==> src/rtl/uart_program_loader.sv <==
// -----------------------------------------------------------------------------
// uart_program_loader
//
// Parses a framed byte stream from the UART RX FIFO:
//   A5, N, 2*N data bytes (little-endian 16-bit words), CSUM
// N = 0 means 256 words. Each word is written to consecutive instruction-memory
// addresses. The frame is closed by an 8-bit modulo-256 checksum over the data
// bytes, and the loader answers with ACK_BYTE or NAK_BYTE on the TX FIFO. The
// processor is held in reset (cpu_run = 0) until a frame loads successfully.
//
// Ports:
//   clk, reset_n          clock and asynchronous active-low reset
//   r_data, rx_empty      head of RX FIFO and its empty flag
//   rd_uart               one-cycle RX FIFO pop
//   w_data, wr_uart       byte and one-cycle push to TX FIFO
//   tx_full               TX FIFO full flag
//   mem_we, mem_addr,
//   mem_wdata             one-cycle instruction-memory write
//   cpu_run               processor released from reset
//   busy                  frame in progress or response pending
//   load_ok               last completed frame was accepted (sticky)
// -----------------------------------------------------------------------------
module uart_program_loader #(
    parameter int         ADDR_W         = 8,
    parameter int         TIMEOUT_CYCLES = 50_000_000,
    parameter logic [7:0] ACK_BYTE       = 8'h06,
    parameter logic [7:0] NAK_BYTE       = 8'h15
) (
    input  logic              clk,
    input  logic              reset_n,
    input  logic [7:0]        r_data,
    input  logic              rx_empty,
    output logic              rd_uart,
    output logic [7:0]        w_data,
    output logic              wr_uart,
    input  logic              tx_full,
    output logic              mem_we,
    output logic [ADDR_W-1:0] mem_addr,
    output logic [15:0]       mem_wdata,
    output logic              cpu_run,
    output logic              busy,
    output logic              load_ok
);

    typedef enum logic [2:0] {
        S_IDLE = 3'd0,
        S_CNT  = 3'd1,
        S_LO   = 3'd2,
        S_HI   = 3'd3,
        S_WR   = 3'd4,
        S_CSUM = 3'd5,
        S_RESP = 3'd6,
        S_RUN  = 3'd7
    } state_t;

    localparam logic [7:0]  HDR_BYTE = 8'hA5;
    localparam logic [31:0] TMO_LAST = 32'(TIMEOUT_CYCLES - 1);

    state_t      state_r;
    logic [7:0]  n_r;
    logic [7:0]  lo_r;
    logic [7:0]  hi_r;
    logic [7:0]  csum_r;
    logic [8:0]  idx_r;
    logic [31:0] tmo_r;

    logic        accept_s;
    logic        tmo_hit_s;
    logic [8:0]  word_total_s;
    logic        last_word_s;

    // Modulo-256 running checksum step.
    function automatic logic [7:0] csum_add(input logic [7:0] acc, input logic [7:0] data);
        return acc + data;
    endfunction

    // The FIFO head only advances after the pop cycle, so a byte is taken only
    // while no pop is in flight; this gives the two-cycle minimum per byte.
    assign accept_s     = !rx_empty && !rd_uart;
    assign tmo_hit_s    = (tmo_r >= TMO_LAST);
    assign word_total_s = (n_r == 8'd0) ? 9'd256 : {1'b0, n_r};
    assign last_word_s  = ((idx_r + 9'd1) == word_total_s);

    // Frame-parsing state machine; every output is a register.
    always_ff @(posedge clk or negedge reset_n) begin
        if (!reset_n) begin
            state_r   <= S_IDLE;
            n_r       <= 8'd0;
            lo_r      <= 8'd0;
            hi_r      <= 8'd0;
            csum_r    <= 8'd0;
            idx_r     <= 9'd0;
            tmo_r     <= 32'd0;
            rd_uart   <= 1'b0;
            wr_uart   <= 1'b0;
            w_data    <= 8'd0;
            mem_we    <= 1'b0;
            mem_addr  <= '0;
            mem_wdata <= 16'd0;
            cpu_run   <= 1'b0;
            busy      <= 1'b0;
            load_ok   <= 1'b0;
        end else begin
            rd_uart <= 1'b0;
            wr_uart <= 1'b0;
            mem_we  <= 1'b0;
            case (state_r)
                S_IDLE, S_RUN: begin
                    tmo_r   <= 32'd0;
                    cpu_run <= (state_r == S_RUN);
                    if (accept_s) begin
                        rd_uart <= 1'b1;
                        // A header starts a new frame; anything else is dropped.
                        if (r_data == HDR_BYTE) begin
                            load_ok <= 1'b0;
                            idx_r   <= 9'd0;
                            csum_r  <= 8'd0;
                            cpu_run <= 1'b0;
                            busy    <= 1'b1;
                            state_r <= S_CNT;
                        end
                    end
                end
                S_CNT: begin
                    if (accept_s) begin
                        rd_uart <= 1'b1;
                        n_r     <= r_data;
                        tmo_r   <= 32'd0;
                        state_r <= S_LO;
                    end else if (tmo_hit_s) begin
                        w_data  <= NAK_BYTE;
                        tmo_r   <= 32'd0;
                        state_r <= S_RESP;
                    end else begin
                        tmo_r <= tmo_r + 32'd1;
                    end
                end
                S_LO: begin
                    if (accept_s) begin
                        rd_uart <= 1'b1;
                        lo_r    <= r_data;
                        csum_r  <= csum_add(csum_r, r_data);
                        tmo_r   <= 32'd0;
                        state_r <= S_HI;
                    end else if (tmo_hit_s) begin
                        w_data  <= NAK_BYTE;
                        tmo_r   <= 32'd0;
                        state_r <= S_RESP;
                    end else begin
                        tmo_r <= tmo_r + 32'd1;
                    end
                end
                S_HI: begin
                    if (accept_s) begin
                        rd_uart <= 1'b1;
                        hi_r    <= r_data;
                        csum_r  <= csum_add(csum_r, r_data);
                        tmo_r   <= 32'd0;
                        state_r <= S_WR;
                    end else if (tmo_hit_s) begin
                        w_data  <= NAK_BYTE;
                        tmo_r   <= 32'd0;
                        state_r <= S_RESP;
                    end else begin
                        tmo_r <= tmo_r + 32'd1;
                    end
                end
                S_WR: begin
                    // Memory is written before the checksum is known.
                    mem_we    <= 1'b1;
                    mem_addr  <= ADDR_W'(idx_r);
                    mem_wdata <= {hi_r, lo_r};
                    idx_r     <= idx_r + 9'd1;
                    tmo_r     <= 32'd0;
                    state_r   <= last_word_s ? S_CSUM : S_LO;
                end
                S_CSUM: begin
                    if (accept_s) begin
                        rd_uart <= 1'b1;
                        tmo_r   <= 32'd0;
                        if (r_data == csum_r) begin
                            load_ok <= 1'b1;
                            w_data  <= ACK_BYTE;
                        end else begin
                            w_data  <= NAK_BYTE;
                        end
                        state_r <= S_RESP;
                    end else if (tmo_hit_s) begin
                        w_data  <= NAK_BYTE;
                        tmo_r   <= 32'd0;
                        state_r <= S_RESP;
                    end else begin
                        tmo_r <= tmo_r + 32'd1;
                    end
                end
                S_RESP: begin
                    tmo_r <= 32'd0;
                    // w_data was loaded on entry and is left untouched here.
                    if (!tx_full) begin
                        wr_uart <= 1'b1;
                        busy    <= 1'b0;
                        state_r <= load_ok ? S_RUN : S_IDLE;
                    end
                end
                default: begin
                    busy    <= 1'b0;
                    cpu_run <= 1'b0;
                    state_r <= S_IDLE;
                end
            endcase
        end
    end

endmodule

==> config.mk <==
export PLATFORM = sky130hd
export DESIGN_NAME = uart_program_loader
export DESIGN_NICKNAME = d
export VERILOG_FILES = /design/src/rtl/uart_program_loader.sv
export SDC_FILE = /design/constraint.sdc
export NUM_CORES = 1
export LEC_CHECK = 0
export ABC_AREA = 1
export CAP_MARGIN = 20
export CORE_ASPECT_RATIO = 1.75
export CORE_MARGIN = 3
export CORE_UTILIZATION = 58
export CTS_BUF_LIST = sky130_fd_sc_hd__clkbuf_16
export DETAILED_ROUTE_END_ITERATION = 12
export PLACE_DENSITY = 0.8
export SLEW_MARGIN = 20
export SYNTH_ARGS = -nofsm -noshare
export SYNTH_HDL_FRONTEND = slang
export SYNTH_SLANG_ARGS = --single-unit
==> constraint.sdc <==
create_clock -name clk -period 2.4 [get_ports clk]
set_input_delay 0.48 -clock clk [delete_from_list [all_inputs] [get_ports clk]]
set_output_delay 0.48 -clock clk [all_outputs]
set_load 0.1 [all_outputs]
-- After elaboration in Yosys (flattened, before gate mapping)
Index checks and enable logic that the tools add are counted.
- register bits after elaboration: 114
- output and inout bits: 38
- add/subtract/negate cells: 3
- magnitude comparators: 1
- equality and inequality tests: 17
- multiplexer cells: 43
- reductions and logical operators: 25
- operators with widths (operator ; number):
    $mux W32 ; 2
    $pmux W32 S2 ; 1
    $mux W8 ; 6
    $add A32 B1 Y32 const B ; 1
    $ge A32 B26 Y1 const B ; 1
    $pmux W8 S2 ; 2
    $mux W3 ; 10
    $mux W9 ; 3
    $pmux W3 S7 ; 1
    $pmux W9 S2 ; 1
    $mux W1 ; 14
    $eq A3 B3 Y1 const B ; 4
    $ne A2 B2 Y1 const B ; 6
    $reduce_bool A2 Y1 ; 5
    $add A9 B1 Y9 const B ; 1
    $eq A9 B9 Y1 ; 1
    $add A8 B8 Y8 ; 1
    $eq A8 B8 Y1 ; 1
    $eq A8 B8 Y1 const B ; 1
    $logic_not A8 Y1 ; 1
    $reduce_and A2 Y1 ; 4
    $reduce_and A4 Y1 ; 2
    $reduce_or A4 Y1 ; 2
    $eq A3 B2 Y1 const B ; 2
    12 further kinds ; 16

-- Depth between registers and ports, before layout
Gate-level depths: netlist of the first run.
- depth in word-level cells: 5
- depth in mapped cells: 14

-- Worst setup path before layout of the first run
Ideal clock, no wire load.
- path kind: register to register
- start: register rd_uart
- end: register hi_r[6]
- arrival: 1.897 ns
- slack: 0.425 ns
- stages on the path, launching flop included: 8
- clock period less this slack: 1.975 ns
- cells stage by stage: dfrtp_1 nor2_2 inv_2 nor2_1 nand2_1 clkbuf_1 nand2_1 o21ai_1
- word-level cells in the longest chain between the ends: 3
- ends and longest elaborated chain (what ; RTL line ; text):
    from (decl) ; 33 ; output logic rd_uart,
    from (signal assigned) ; 94 ; rd_uart <= 1'b0;
    from (signal assigned) ; 104 ; rd_uart <= 1'b0;
    from (signal assigned) ; 112 ; rd_uart <= 1'b1;
    $logic_not A1 Y1 ; 79 ; assign accept_s = !rx_empty && !rd_uart;
    $logic_and A1 B1 Y1 ; 79 ;
    $reduce_and A2 Y1 (no line) ; - ;
    to (signal assigned) ; 156 ; hi_r <= r_data;
    to (decl) ; 62 ; logic [7:0] hi_r;
No other way between the ends.
A chain may end at the register's enable or synchronous reset.

-- Worst setup path in the final report of the first run
- start: input port r_data[0]
- end: register idx_r[5]
- word-level cells in the longest chain between the ends: 3
- ends and longest elaborated chain (what ; RTL line ; text):
    from (decl) ; 31 ; input logic [7:0] r_data,
    $eq A8 B8 Y1 ; 114 ; if (r_data == HDR_BYTE) begin
    $ne A2 B2 Y1 (no line) ; - ;
    $reduce_and A3 Y1 (no line) ; - ;
    to (signal assigned) ; 173 ; idx_r <= idx_r + 9'd1;
    to (decl) ; 64 ; logic [8:0] idx_r;
No other way between the ends.

==> results of run 1 <==
## cells in the mapped netlist
cell type / count
o21bai_1: 1
nand2_2: 4
fa_1: 1
a21boi_0: 1
nor2_2: 6
o21ai_1: 34
nand3_4: 1
inv_1: 65
xor2_1: 11
inv_2: 21
xnor2_1: 6
nor3_2: 3
or2_0: 1
ha_1: 9
nand2_4: 1
nand4_1: 12
o311ai_0: 1
conb_1: 1
nor2_1: 77
nand3_2: 1
a21oi_1: 14
buf_2: 6
o22ai_1: 6
nand3_1: 45
nand2_1: 188
buf_6: 1
nor3b_2: 5
a21o_1: 1
nand4_2: 2
nand3b_2: 1
nor3_1: 9
o21a_1: 3
nand3b_1: 1
dfrtp_1: 114
o21ai_0: 22
or2_1: 1
nor3_4: 2
clkbuf_1: 6
nor2_4: 5
and3_1: 3
a31oi_1: 4
nor4_1: 2
## power breakdown
part           total, W  switching, W  internal (W)  leakage, nW
sequential      0.00292      0.000436       0.00249         1.46
combinational   0.00417       0.00307       0.00110         1.68
clock           0.00244      0.000843       0.00160        0.286
## metal layers
layer	up-vias	track usage	routed length (um)
met5	-	0	0
met4	0	0.158	677
met3	39	0.0626	567
met2	147	0.484	7440
met1	2369	0.263	4810
li1	2384	-	-
## area by class of cell
cell class | instances | area (um^2) | area share
clock buffers | 17 | 425 | 0.0618
clock inverters | 14 | 149 | 0.0216
inverters | 86 | 323 | 0.0469
multi-input cells | 490 | 2480 | 0.360
flip-flops and latches | 114 | 2850 | 0.414
well taps | 122 | 153 | 0.0222
repair buffers | 62 | 503 | 0.0730
## cell families (layout without fill, tap and decap cells)
kind of cell	count (synthesis)	after routing	synth area share
AND/OR/NAND/NOR	370	370	0.300
flip-flops	114	114	0.500
buffers and inverters	99	179	0.0678
AO/OA/AOI/OAI	87	87	0.0819
XOR/XNOR	17	17	0.0261
adder cells (fa/ha/maj)	10	10	0.0233
other	1	6	0.000658
## flip-flops by register name, summed over array words and instances (netlist names), 3 cells and up
name and cells:
hi_r 8, csum_r 8, tmo_r 32, lo_r 8, w_data 8, idx_r 9
mem_addr 8, state_r 3, mem_wdata 16, n_r 8
## per-stage QoR
step	hold WS [ns]	setup WS (ns)	util	cells
2_1_floorplan	0.184	0.425	-	703
3_3_place_gp	0.452	0.0577	0.663	874
3_5_place_dp	0.455	-0.0560	0.663	874
4_1_cts	0.0847	0.403	0.723	905
5_1_grt	0.100	0.184	0.723	905
6_report	0.0655	0.374	0.723	905
## worst paths after layout
path,startpoint,endpoint,depth (start not counted),slack (ns)
worst min-delay path,reset_n,idx_r[6]$_DFFE_PN0P_,1,0.07
worst max register to register,tmo_r[1]$_DFF_PN0_,tmo_r[11]$_DFF_PN0_,11,0.43
worst min register to register,w_data[2]$_DFFE_PN0P_,w_data[2]$_DFFE_PN0P_,1,0.46
worst max-delay path,r_data[0],idx_r[5]$_DFFE_PN0P_,9,0.37
max in group asynchronous,reset_n,tmo_r[0]$_DFF_PN0_,2,1.54
min in group clk,w_data[2]$_DFFE_PN0P_,w_data[2]$_DFFE_PN0P_,1,0.46
==> flow_summary.ini, run 1 <==
[floorplanning]
initial_core_util = 0.599
chipHeight_um = 137
fp.dieArea_um2 = 11100
core_um2 = 9530
num_io_pins = 50
die_x_um = 81.0
row_count = 47

[worst_setup_path]
arrival_ns = 2.30
crit_chain = clkdlybuf4s50_1 > buf_4 > nand2_1 > nor3_1 > nand4_1 > nor2_1 > nor2_1 > nor2_2 > o21ai_0
critical-path-top-delay-family = simple AND/OR/NAND/NOR gates
path_class = in2reg
cpMostUsedCell = nor2_1
max_stage_delay_ns = 0.50
worstSetupEndpointType = flop
required_ns = 2.67
worst-path-buf-inv = 2
cpMaxStageDelayCell = clkdlybuf4s50_1
start_kind = input pin
cp_max_fo = 9

[layout]
drive_gt1_frac = 0.167
final_nets = 793
antenna_cells = 0
fillCellCount = 729
area.growth.synth_to_final_pct = 20.8
fin_area_um2 = 6890
final_common_cell = nand2_1
final_cell_mix = 188 x nand2_1, 114 x dfrtp_1, 77 x nor2_1, 67 x inv_1, 51 x buf_4

[synthesis]
syn_inst = 698
syn-mean-instance-area_um2 = 8.17
yosys.area.top_type = dfrtp_1
synth_top_cells_by_area = dfrtp_1 50%, nand2_1 12%, nor2_1 5.1%, inv_1 4.3%, nand3_1 3.9%
ys_ff_latch = 114
yosysWarnings = 0
synth_area_um2 = 5700
synthDistinctLibCells = 42
seq_area_frac_synth = 0.500
synth_top_cell_area_share = 0.500

[global_route]
grt_antenna_before_repair = 0
track_usage = 0.265
grt_start_max_net_pins = 47
overflow = 0
grt_pass1_vias = 5029
grt_pass1_wl_um = 22500

[power]
powerDensity_nw_per_um2 = 1380
finalPower_w = 0.00954
max-vdd-ir-drop_mv = 0.835
leakage_nw = 3.43

[cts]
cts-root-buf = clkbuf_16
cts.sinks = 114
cts_buffers = 17
cts_setup_buffers = 0
cts.repair.resized = 0
htreeDepth = 4
cts_hold_buf = 0
cts_buffer_depth = 2
clk_latency_ns = 0.41
cts_tree = yes
clkTransAtPathRegs_ns = 0.06

[sta]
skew_ns = 0.00956
grt_setup_unrepaired = false
fin_crit_ns = 2.03
finalHoldViolCount = 0
finalCritPeriodShare = 0.844
finalSetupViolCount = 0
tns_ns = 0
clock.fmax_mhz = 494
slew_viol_final = 0
slew_headroom = 0.611
worstMarginPinSlew_ns = 0.584

[outcome]
status = completed

[place]
placed_area_um2 = 6310
port_buffers = 49
hpwl_um = 10000
gp_congestion = 0.901

[drt]
first_iter_violations = 285
dr_total_vias = 4939
drt_wl_total_um = 13500
wl_per_cell_um = 14.9
drc = 0
via_per_inst = 5.46
ant_nets = 0
dr.pass1.iters = 5

[run]
max-cap-violations = 0

[worst_hold_path]
hp-class = in2async
(Power assumes the default switching activity.)
==> inputs of run 2 (changes only) <==
Clock period 2.4 ns to 2.1 ns, I/O delays scaled along.
==> run 2 against run 1 <==
Clock power up 32%. First-iteration DRC count up 5.6%. Highest routed layer unchanged. Register-to-register slack worse by 0.27 ns.
==> flow_summary.ini, run 2 (synthesized netlist as in run 1, its figures left out) <==
[sta]
slew_headroom = 0.624
clock.fmax_mhz = 516
finalCritPeriodShare = 0.923
grt_setup_unrepaired = false
fin_crit_ns = 1.94
skew_ns = 0.00643
slew_viol_final = 0
finalHoldViolCount = 0
finalSetupViolCount = 0
worstMarginPinSlew_ns = 0.563

[drt]
wl_per_cell_um = 15.4
via_per_inst = 5.55
drt_wl_total_um = 14300
m1WireLength_um = 4910
dr_total_vias = 5157
dr_wl_met2_um = 7980
drc = 0
first_iter_violations = 301
ant_nets = 0
top_layer = met4
dr.pass1.iters = 5
wl_met3_um = 679

[floorplanning]
fp.dieArea_um2 = 11100
num_io_pins = 50
chipHeight_um = 137
die_x_um = 81.0
initial_core_util = 0.599
row_count = 47
core_um2 = 9530

[worst_setup_path]
path_class = reg2reg
cp-startpoint = idx_r[1]$_DFFE_PN0P_
required_ns = 2.42
start_kind = flop
reg2regPathDepth = 11
max_stage_delay_ns = 0.41
worst_r2r_endpoint = state_r[0]$_DFFE_PN0P_
cp_max_fo = 6
worstSetupEndpointType = flop
r2r_setup_slack_ns = 0.16
crit_chain = ha_2 > nand2_1 > nor2_2 > nand3_1 > nand3_1 > nand2_1 > inv_1 > nand2_1 > nor2_1 > nand3_1 > a21oi_1
arrival_ns = 2.26
cpMaxStageDelayCell = dfrtp_1
worstReg2RegStart = idx_r[1]$_DFFE_PN0P_

[power]
swShare = 0.441
seqPwrFrac = 0.288
p_int_w = 0.00646
p_sw_w = 0.00510
finalPower_w = 0.0116
p_clk_frac = 0.279
max-vdd-ir-drop_mv = 0.962
leakage_nw = 3.58
powerDensity_nw_per_um2 = 1610
power.share.combinational = 0.433

[layout]
final_common_cell = nand2_1
final_nets = 817
fillCellCount = 705
largest-register = tmo_r
final_cell_mix = 188 x nand2_1, 114 x dfrtp_1, 76 x nor2_1, 73 x buf_4, 65 x inv_1
antenna_cells = 0
area.growth.synth_to_final_pct = 25.9
reg_top3 = tmo_r: 32 flops, mem_wdata: 16 flops, idx_r: 9 flops
largest_reg_flops = 32
fin_util = 0.753
drive_gt1_frac = 0.198

[worst_hold_path]
hp-class = in2async

[cts]
cts_tree = yes
cts_buffer_depth = 2
cts_buffers = 17
clk_latency_ns = 0.41
clkTransAtPathRegs_ns = 0.06
cts.sinks = 114
htreeDepth = 4
cts-root-buf = clkbuf_16

[place]
hpwl_um = 10200
port_buffers = 49
gp_congestion = 0.916

[global_route]
overflow = 0
grt_pass1_wl_um = 23900
grt_antenna_before_repair = 0
track_usage = 0.280
grt_pass1_vias = 5235
grt_start_max_net_pins = 69

[outcome]
status = completed

[run]
max-cap-violations = 0
-- run 2: cell types whose count changed in the layout (fill, tap and decap cells not counted), sizes merged --
| cell | change |
|---|---|
| dlygate4sd3 | +1 |
| inv | -2 |
| bufinv | +3 |
| clkinv | -1 |
| clkinvlp | +1 |
| buf | +23 |
-- run 2: power by group through the flow --
stage          Clock, W  Sequential (W)  Combinational, W
2_1_floorplan         0         0.00485           0.00206
3_3_place_gp          0         0.00331           0.00478
3_5_place_dp          0         0.00334           0.00490
4_1_cts         0.00326         0.00332           0.00500
5_1_grt         0.00336         0.00341           0.00542
6_report        0.00323         0.00333           0.00500
-- run 2: metrics by stage --
stage | setup TNS [ns] | hold WS, ns | setup slack, ns | instances | instance area, um^2
after global placement | -0.773 | 0.355 | -0.169 | 897 | 6500
after detailed placement | -1.26 | 0.360 | -0.200 | 897 | 6500
after floorplan | 0 | 0.124 | 0.125 | 703 | 5720
after global routing | 0 | 0.485 | 0.000344 | 930 | 7180
after CTS | 0 | 0.473 | 0.0962 | 930 | 7170
final | 0 | 0.469 | 0.162 | 930 | 7180
-- run 2: worst max-delay path, delay by kind of cell (launching register included) --
kind / cells / cell delay [ns]
AND/OR/NAND/NOR: 8 / 0.90
flip-flops: 1 / 0.41
adder cells (fa/ha/maj): 1 / 0.29
AO/OA/AOI/OAI: 1 / 0.20
buffers and inverters: 1 / 0.06
-- run 2: worst max-delay path by stage --
stage,to,slack (ns),depth (start not counted)
after CTS,state_r[0]$_DFFE_PN0P_,0.1,11
final,state_r[0]$_DFFE_PN0P_,0.16,11
after global placement,csum_r[6]$_DFFE_PN0P_,-0.17,11
after floorplan,hi_r[6]$_DFFE_PN0P_,0.13,7
after detailed placement,csum_r[6]$_DFFE_PN0P_,-0.20,11
after global routing,tmo_r[2]$_DFF_PN0_,0.0003,11
-- run 2: repair_timing --
action / in CTS / in global routing
buffers inserted: 0 / 0
hold endpoints to repair: 26 / 0
setup endpoints to repair: 0 / 2
resized for setup: 0 / 2
hold buffers: 1 / 0
-- run 2: cell type report --
class | count | area [um^2] | share of cell area
clock inverters | 15 | 239 | 0.0333
flip-flops and latches | 114 | 2850 | 0.397
clock buffers | 17 | 425 | 0.0593
multi-input cells | 490 | 2490 | 0.346
repair buffers | 86 | 698 | 0.0973
inverters | 86 | 323 | 0.0450
well taps | 122 | 153 | 0.0213
-- run 2: metal layers --
layer / track usage / up-vias
li1: - / 2440
met1: 0.286 / 2463
met2: 0.507 / 188
met3: 0.0619 / 66
met4: 0.167 / 0
met5: 0 / -
